[src/rtl/qspim_sfifo.sv]
// qspim_sfifo: synchronous FIFO for the QSPI master TX/RX datapath.
// Arbitrary depth, FWFT or registered read, programmable almost-full/empty.
//
// Ports:
//   clk, reset_n            clock, async active-low reset
//   flush                   sync clear of pointers and level
//   wr_en, wr_data          write request and data
//   full, afull             level == DP, level >= afull_thr
//   rd_en                   read request
//   rd_data, rd_valid       read data and valid qualifier
//   empty, aempty           level == 0, level <= aempty_thr
//   afull_thr, aempty_thr   quasi-static thresholds
//   level                   occupancy 0..DP
//   ovf, udf, err_clr       sticky error flags and their clear
module qspim_sfifo #(
  parameter int W       = 8,
  parameter int DP      = 4,
  parameter int RD_MODE = 0,
  parameter int AW      = $clog2(DP)
) (
  input  logic          clk,
  input  logic          reset_n,
  input  logic          flush,
  input  logic          wr_en,
  input  logic [W-1:0]  wr_data,
  output logic          full,
  output logic          afull,
  input  logic          rd_en,
  output logic [W-1:0]  rd_data,
  output logic          rd_valid,
  output logic          empty,
  output logic          aempty,
  input  logic [AW:0]   afull_thr,
  input  logic [AW:0]   aempty_thr,
  output logic [AW:0]   level,
  output logic          ovf,
  output logic          udf,
  input  logic          err_clr
);

  localparam logic [AW:0]   DPL  = (AW+1)'(DP);
  localparam logic [AW-1:0] LAST = AW'(DP-1);

  logic [W-1:0]  mem [DP];
  logic [AW-1:0] wr_ptr;
  logic [AW-1:0] rd_ptr;
  logic [AW:0]   lvl_q;
  logic          wr_acc;
  logic          rd_acc;
  logic          ovf_set;
  logic          udf_set;

  function automatic logic [AW-1:0] nxt(
    input logic [AW-1:0] p
  );
    return (p == LAST) ? '0 : p + AW'(1);
  endfunction

  assign level  = lvl_q;
  assign full   = (lvl_q == DPL);
  assign empty  = (lvl_q == '0);
  assign afull  = (lvl_q >= afull_thr);
  assign aempty = (lvl_q <= aempty_thr);

  assign wr_acc  = wr_en & ~full & ~flush;
  assign rd_acc  = rd_en & ~empty & ~flush;
  assign ovf_set = wr_en & full & ~flush;
  assign udf_set = rd_en & empty & ~flush;

  always_ff @(posedge clk) begin
    if (wr_acc) mem[wr_ptr] <= wr_data;
  end

  always_ff @(posedge clk or negedge reset_n) begin
    if (!reset_n) begin
      wr_ptr <= '0;
      rd_ptr <= '0;
      lvl_q  <= '0;
    end else if (flush) begin
      wr_ptr <= '0;
      rd_ptr <= '0;
      lvl_q  <= '0;
    end else begin
      if (wr_acc) wr_ptr <= nxt(wr_ptr);
      if (rd_acc) rd_ptr <= nxt(rd_ptr);
      unique case ({wr_acc, rd_acc})
        2'b10:   lvl_q <= lvl_q + (AW+1)'(1);
        2'b01:   lvl_q <= lvl_q - (AW+1)'(1);
        default: lvl_q <= lvl_q;
      endcase
    end
  end

  // A new error event beats a simultaneous clear.
  always_ff @(posedge clk or negedge reset_n) begin
    if (!reset_n) begin
      ovf <= 1'b0;
      udf <= 1'b0;
    end else begin
      ovf <= ovf_set | (ovf & ~err_clr);
      udf <= udf_set | (udf & ~err_clr);
    end
  end

  if (RD_MODE == 1) begin : g_reg
    logic [W-1:0] rd_q;
    logic         vld_q;

    always_ff @(posedge clk or negedge reset_n) begin
      if (!reset_n) begin
        rd_q  <= '0;
        vld_q <= 1'b0;
      end else begin
        vld_q <= rd_acc;
        if (rd_acc) rd_q <= mem[rd_ptr];
      end
    end

    assign rd_data  = rd_q;
    assign rd_valid = vld_q;
  end else begin : g_fwft
    assign rd_data  = mem[rd_ptr];
    assign rd_valid = ~empty;
  end

endmodule

[config.mk]
export PLATFORM = sky130hd
export DESIGN_NAME = qspim_sfifo
export DESIGN_NICKNAME = d
export VERILOG_FILES = /design/src/rtl/qspim_sfifo.sv
export SDC_FILE = /design/constraint.sdc
export NUM_CORES = 1
export LEC_CHECK = 0
export CORE_ASPECT_RATIO = 0.8
export CORE_MARGIN = 2
export CORE_UTILIZATION = 56
export DETAILED_ROUTE_END_ITERATION = 10
export DONT_BUFFER_PORTS = 1
export PLACE_DENSITY = 0.73
export REMOVE_ABC_BUFFERS = 1
export SLEW_MARGIN = 5
export SYNTH_ARGS = -nofsm -noshare
export SYNTH_HDL_FRONTEND = slang
export SYNTH_SLANG_ARGS = --single-unit
[constraint.sdc]
create_clock -name clk -period 2.3 [get_ports clk]
set_input_delay 0.575 -clock clk [delete_from_list [all_inputs] [get_ports clk]]
set_output_delay 0.575 -clock clk [all_outputs]
set_load 0.01 [all_outputs]
==> metrics.txt <==
# TYPE chip_impl_metric gauge
chip_impl_info{name="run_status",value="finished, final reports clean"} 1
chip_impl_metric{name="drive_above_1_share",unit="%"} 29.20
chip_impl_metric{name="grt_use_total",unit="%"} 17.32
chip_impl_metric{name="cts_buffer_depth",unit=""} 2
chip_impl_metric{name="drtIter0Drc",unit=""} 49
chip_impl_metric{name="final.setup.tns",unit="ns"} 0
chip_impl_metric{name="power-per-cell-area",unit="nW/um2"} 1133
chip_impl_metric{name="horiz_die_dim",unit="um"} 69.52
chip_impl_metric{name="htree_levels",unit=""} 2
chip_impl_metric{name="core_area",unit="um2"} 3352
chip_impl_metric{name="fin_hold_ws",unit="ns"} 0.3398
chip_impl_metric{name="worst_r2r_path_depth",unit=""} 7
chip_impl_metric{name="worst_pin_slew",unit="ns"} 0.4415
chip_impl_metric{name="skew",unit="ns"} 0.001239
chip_impl_metric{name="timing.final.crit_share",unit="%"} 95.66
chip_impl_info{name="setup.worst_path.class",value="register to output pin"} 1
chip_impl_metric{name="worst_skew_pair.late_latency",unit="ns"} 0.29
chip_impl_metric{name="pin_count_of_the_biggest_net_entering_global_routing",unit=""} 16
chip_impl_metric{name="synth-seq-cells",unit=""} 41
chip_impl_metric{name="final.setup.worst_slack",unit="ns"} 0.09983
chip_impl_metric{name="ant_nets",unit=""} 0
chip_impl_metric{name="report.final.slew_viol_count",unit=""} 0
chip_impl_metric{name="required",unit="ns"} 1.73
chip_impl_metric{name="avgViaCountPerCell",unit=""} 5.598
chip_impl_info{name="clock_tree.root_cell",value="clkbuf_8"} 1
chip_impl_metric{name="slew_headroom",unit="%"} 70.47
chip_impl_metric{name="drt_pass_1_iters",unit=""} 4
chip_impl_metric{name="final_instance_area",unit="um2"} 2182
chip_impl_metric{name="finalWirelength",unit="um"} 3055
chip_impl_info{name="reg2reg_to",value="level[2]$_DFFE_PN0P_"} 1
chip_impl_metric{name="postPlaceCellArea",unit="um2"} 2031
chip_impl_info{name="type_of_origin_of_the_critical_path",value="register"} 1
chip_impl_metric{name="dpl_worst_slack",unit="ns"} 0.05679
chip_impl_info{name="cp-endpoint",value="aempty"} 1
chip_impl_metric{name="postSynthCellCount",unit=""} 122
chip_impl_metric{name="synth_cell_types",unit=""} 38
chip_impl_metric{name="worst_ep_arrival_time",unit="ns"} 1.63
chip_impl_metric{name="reg2reg_setup_slack",unit="ns"} 0.13
chip_impl_metric{name="antenna_violations_before_repair",unit=""} 0
chip_impl_metric{name="synth.yosys.seq_area_share",unit="%"} 61.68
chip_impl_metric{name="syn_avg_cell_area",unit="um2"} 15.76
chip_impl_metric{name="ioPinCount",unit=""} 38
chip_impl_metric{name="cts.clk_slew.worst_paths",unit="ns"} 0.08
chip_impl_metric{name="yosysWarnings",unit=""} 0
chip_impl_info{name="cp-end-kind",value="output pin"} 1
chip_impl_metric{name="detail_route.wl_per_cell",unit="um"} 17.07
chip_impl_metric{name="dieArea",unit="um2"} 3922
chip_impl_info{name="worstReg2RegStart",value="level[2]$_DFFE_PN0P_"} 1
chip_impl_metric{name="area_delta_synth_final",unit="%"} 13.47
chip_impl_metric{name="cap_violations",unit=""} 0
chip_impl_info{name="type_of_the_tightest_min_delay_check",value="primary input to register"} 1
chip_impl_metric{name="grt_remaining_overflow",unit=""} 0
chip_impl_metric{name="dr_vias",unit=""} 1002
chip_impl_metric{name="num_rows",unit=""} 19
chip_impl_metric{name="synth-edff-count",unit=""} 32
chip_impl_metric{name="synth.cell_area",unit="um2"} 1923
chip_impl_info{name="rsz0062_at_grt",value="false"} 1
chip_impl_metric{name="crit_fanout",unit=""} 7
chip_impl_info{name="synth-main-ff-cell",value="edfxtp_1"} 1
chip_impl_metric{name="die_h",unit="um"} 56.42
chip_impl_metric{name="globalplace.congestion",unit=""} 0.7346
chip_impl_metric{name="vdd_ir_drop_max",unit="mV"} 0.6709
chip_impl_metric{name="fmax",unit="MHz"} 454.5
chip_impl_metric{name="cts.sinks",unit=""} 41
chip_impl_metric{name="initial_utilization",unit="%"} 57.37
chip_impl_info{name="tritoncts",value="built"} 1
chip_impl_metric{name="numCtsBuffers",unit=""} 5
chip_impl_metric{name="final.fill_count",unit=""} 233
chip_impl_metric{name="insertedDiodeCount",unit=""} 0
chip_impl_metric{name="grt_first_pass_wirelength",unit="um"} 5023
chip_impl_metric{name="synth_async_sr_flop_share",unit="%"} 21.95
chip_impl_metric{name="dp.final_hpwl",unit="um"} 2275
chip_impl_metric{name="finalHoldViolCount",unit=""} 0
chip_impl_metric{name="grt_pass1_vias",unit=""} 1022
chip_impl_metric{name="io_buffer_count",unit=""} 0
chip_impl_metric{name="finalCriticalPeriod",unit="ns"} 2.200
chip_impl_metric{name="p_leak",unit="nW"} 0.8486
chip_impl_metric{name="design.final.nets",unit=""} 167
chip_impl_metric{name="setup_viol",unit=""} 0
chip_impl_metric{name="remaining_drc_errors",unit=""} 0
chip_impl_info{name="worst_setup_path_startpoint",value="level[1]$_DFFE_PN0P_"} 1
state kept, by name, indices dropped and copies added (netlist names):
signal / cells
level: 3
mem: 32
ovf: 1
rd_ptr: 2
udf: 1
wr_ptr: 2
worst max-delay path, stage by stage, from the launching register on:
cell	delay, ns
dfrtp_1	0.47
ha_1	0.33
nor2b_1	0.13
o21a_1	0.16
o21ai_1	0.24
Yosys cell counts (2+ instances only):
cell type	number	area [um2]
a21o_1	2	15.01
a21oi_1	2	10.01
and2_2	4	30.03
dfrtp_1	9	225.2
edfxtp_1	32	960.9
ha_1	10	125.1
inv_1	11	41.29
mux2i_1	2	20.02
mux4_2	8	180.2
nand2_1	4	15.01
nand2b_1	3	18.77
nand3_1	3	15.01
nor2_1	6	22.52
or3_2	2	15.01
cells by family (layout without fill, tap and decap cells):
| logic type | count (synthesis) | count (layout) | synth area share [%] |
|---|---|---|---|
| XOR/XNOR | 3 | 3 | 2.343 |
| buffers and inverters | 15 | 30 | 3.253 |
| AND/OR/NAND/NOR | 30 | 30 | 10.08 |
| AO/OA/AOI/OAI | 11 | 11 | 3.904 |
| adder cells (fa/ha/maj) | 11 | 11 | 7.547 |
| multiplexers | 11 | 11 | 11.19 |
| flip-flops | 41 | 41 | 61.68 |
power breakdown:
| group | switching, mW | internal [mW] |
|---|---|---|
| logic | 0.420 | 0.405 |
| clock network | 0.247 | 0.437 |
| registers | 0.0767 | 0.886 |
| total | 0.744 | 1.73 |
layout make-up:
type | count | area [um2] | share of cell area (%)
clock inverters | 3 | 68.82 | 3.154
inverters | 12 | 50.05 | 2.294
multi-input cells | 66 | 678.2 | 31.08
repair buffers | 10 | 77.57 | 3.555
flip-flops and latches | 41 | 1186 | 54.36
clock buffers | 5 | 68.82 | 3.154
well taps | 42 | 52.55 | 2.408
stage by stage:
step	utilization, %	power [mW]	cells
after floorplan	-	1.575	119
after global placement	60.58	1.770	170
after detailed placement	60.58	1.807	170
after CTS	64.99	2.498	179
after global routing	65.10	2.609	179
final	65.10	2.472	179
layout by cell type, fill, tap and decap left out, types with 2 or more instances in the layout:
| cell type | synthesis | layout |
|---|---|---|
| or3_2 | 2 | 2 |
| nand2b_1 | 3 | 3 |
| nand2_1 | 4 | 4 |
| dfrtp_1 | 9 | 9 |
| buf_4 | 0 | 9 |
| mux4_2 | 8 | 8 |
| edfxtp_1 | 32 | 32 |
| a21o_1 | 2 | 2 |
| ha_1 | 10 | 10 |
| nor2_1 | 6 | 6 |
| a21oi_1 | 2 | 2 |
| mux2i_1 | 2 | 2 |
| bufinv_16 | 0 | 2 |
| and2_2 | 4 | 4 |
| nand3_1 | 3 | 3 |
| clkbuf_8 | 0 | 5 |
| inv_1 | 11 | 11 |
| inv_6 | 1 | 2 |
routing by layer:
| metal | vias to the layer above | global-route usage (%) | routed length, um |
|---|---|---|---|
| met1 | 492 | 21.88 | 1385 |
| met5 | - | 0 | 0 |
| met4 | 0 | 6.723 | 54 |
| met3 | 7 | 6.463 | 151 |
| met2 | 23 | 27.47 | 1463 |
| li1 | 480 | - | - |
how the worst min path moves through the flow:
| stage | start | to | slack (ns) | depth (start not counted) |
|---|---|---|---|---|
| final | flush | wr_ptr[1]$_DFFE_PN0P_ | 0.34 | 1 |
| after CTS | flush | wr_ptr[1]$_DFFE_PN0P_ | 0.33 | 1 |
| after global routing | flush | wr_ptr[1]$_DFFE_PN0P_ | 0.33 | 1 |
| after global placement | reset_n | udf$_DFF_PN0_ | 0.28 | 0 |
| after floorplan | reset_n | level[0]$_DFFE_PN0P_ | 0.28 | 0 |
| after detailed placement | reset_n | udf$_DFF_PN0_ | 0.28 | 0 |
what timing repair did:
| action | 4_1_cts | 5_1_grt |
|---|---|---|
| setup buffers | 0 | 0 |
| hold buffers | 1 | 0 |
| gates resized for setup | 1 | 1 |
| setup endpoints to repair | 1 | 1 |
| hold endpoints to repair | 9 | 0 |
| pin swaps | 0 | 0 |
(Power assumes the default switching activity.)
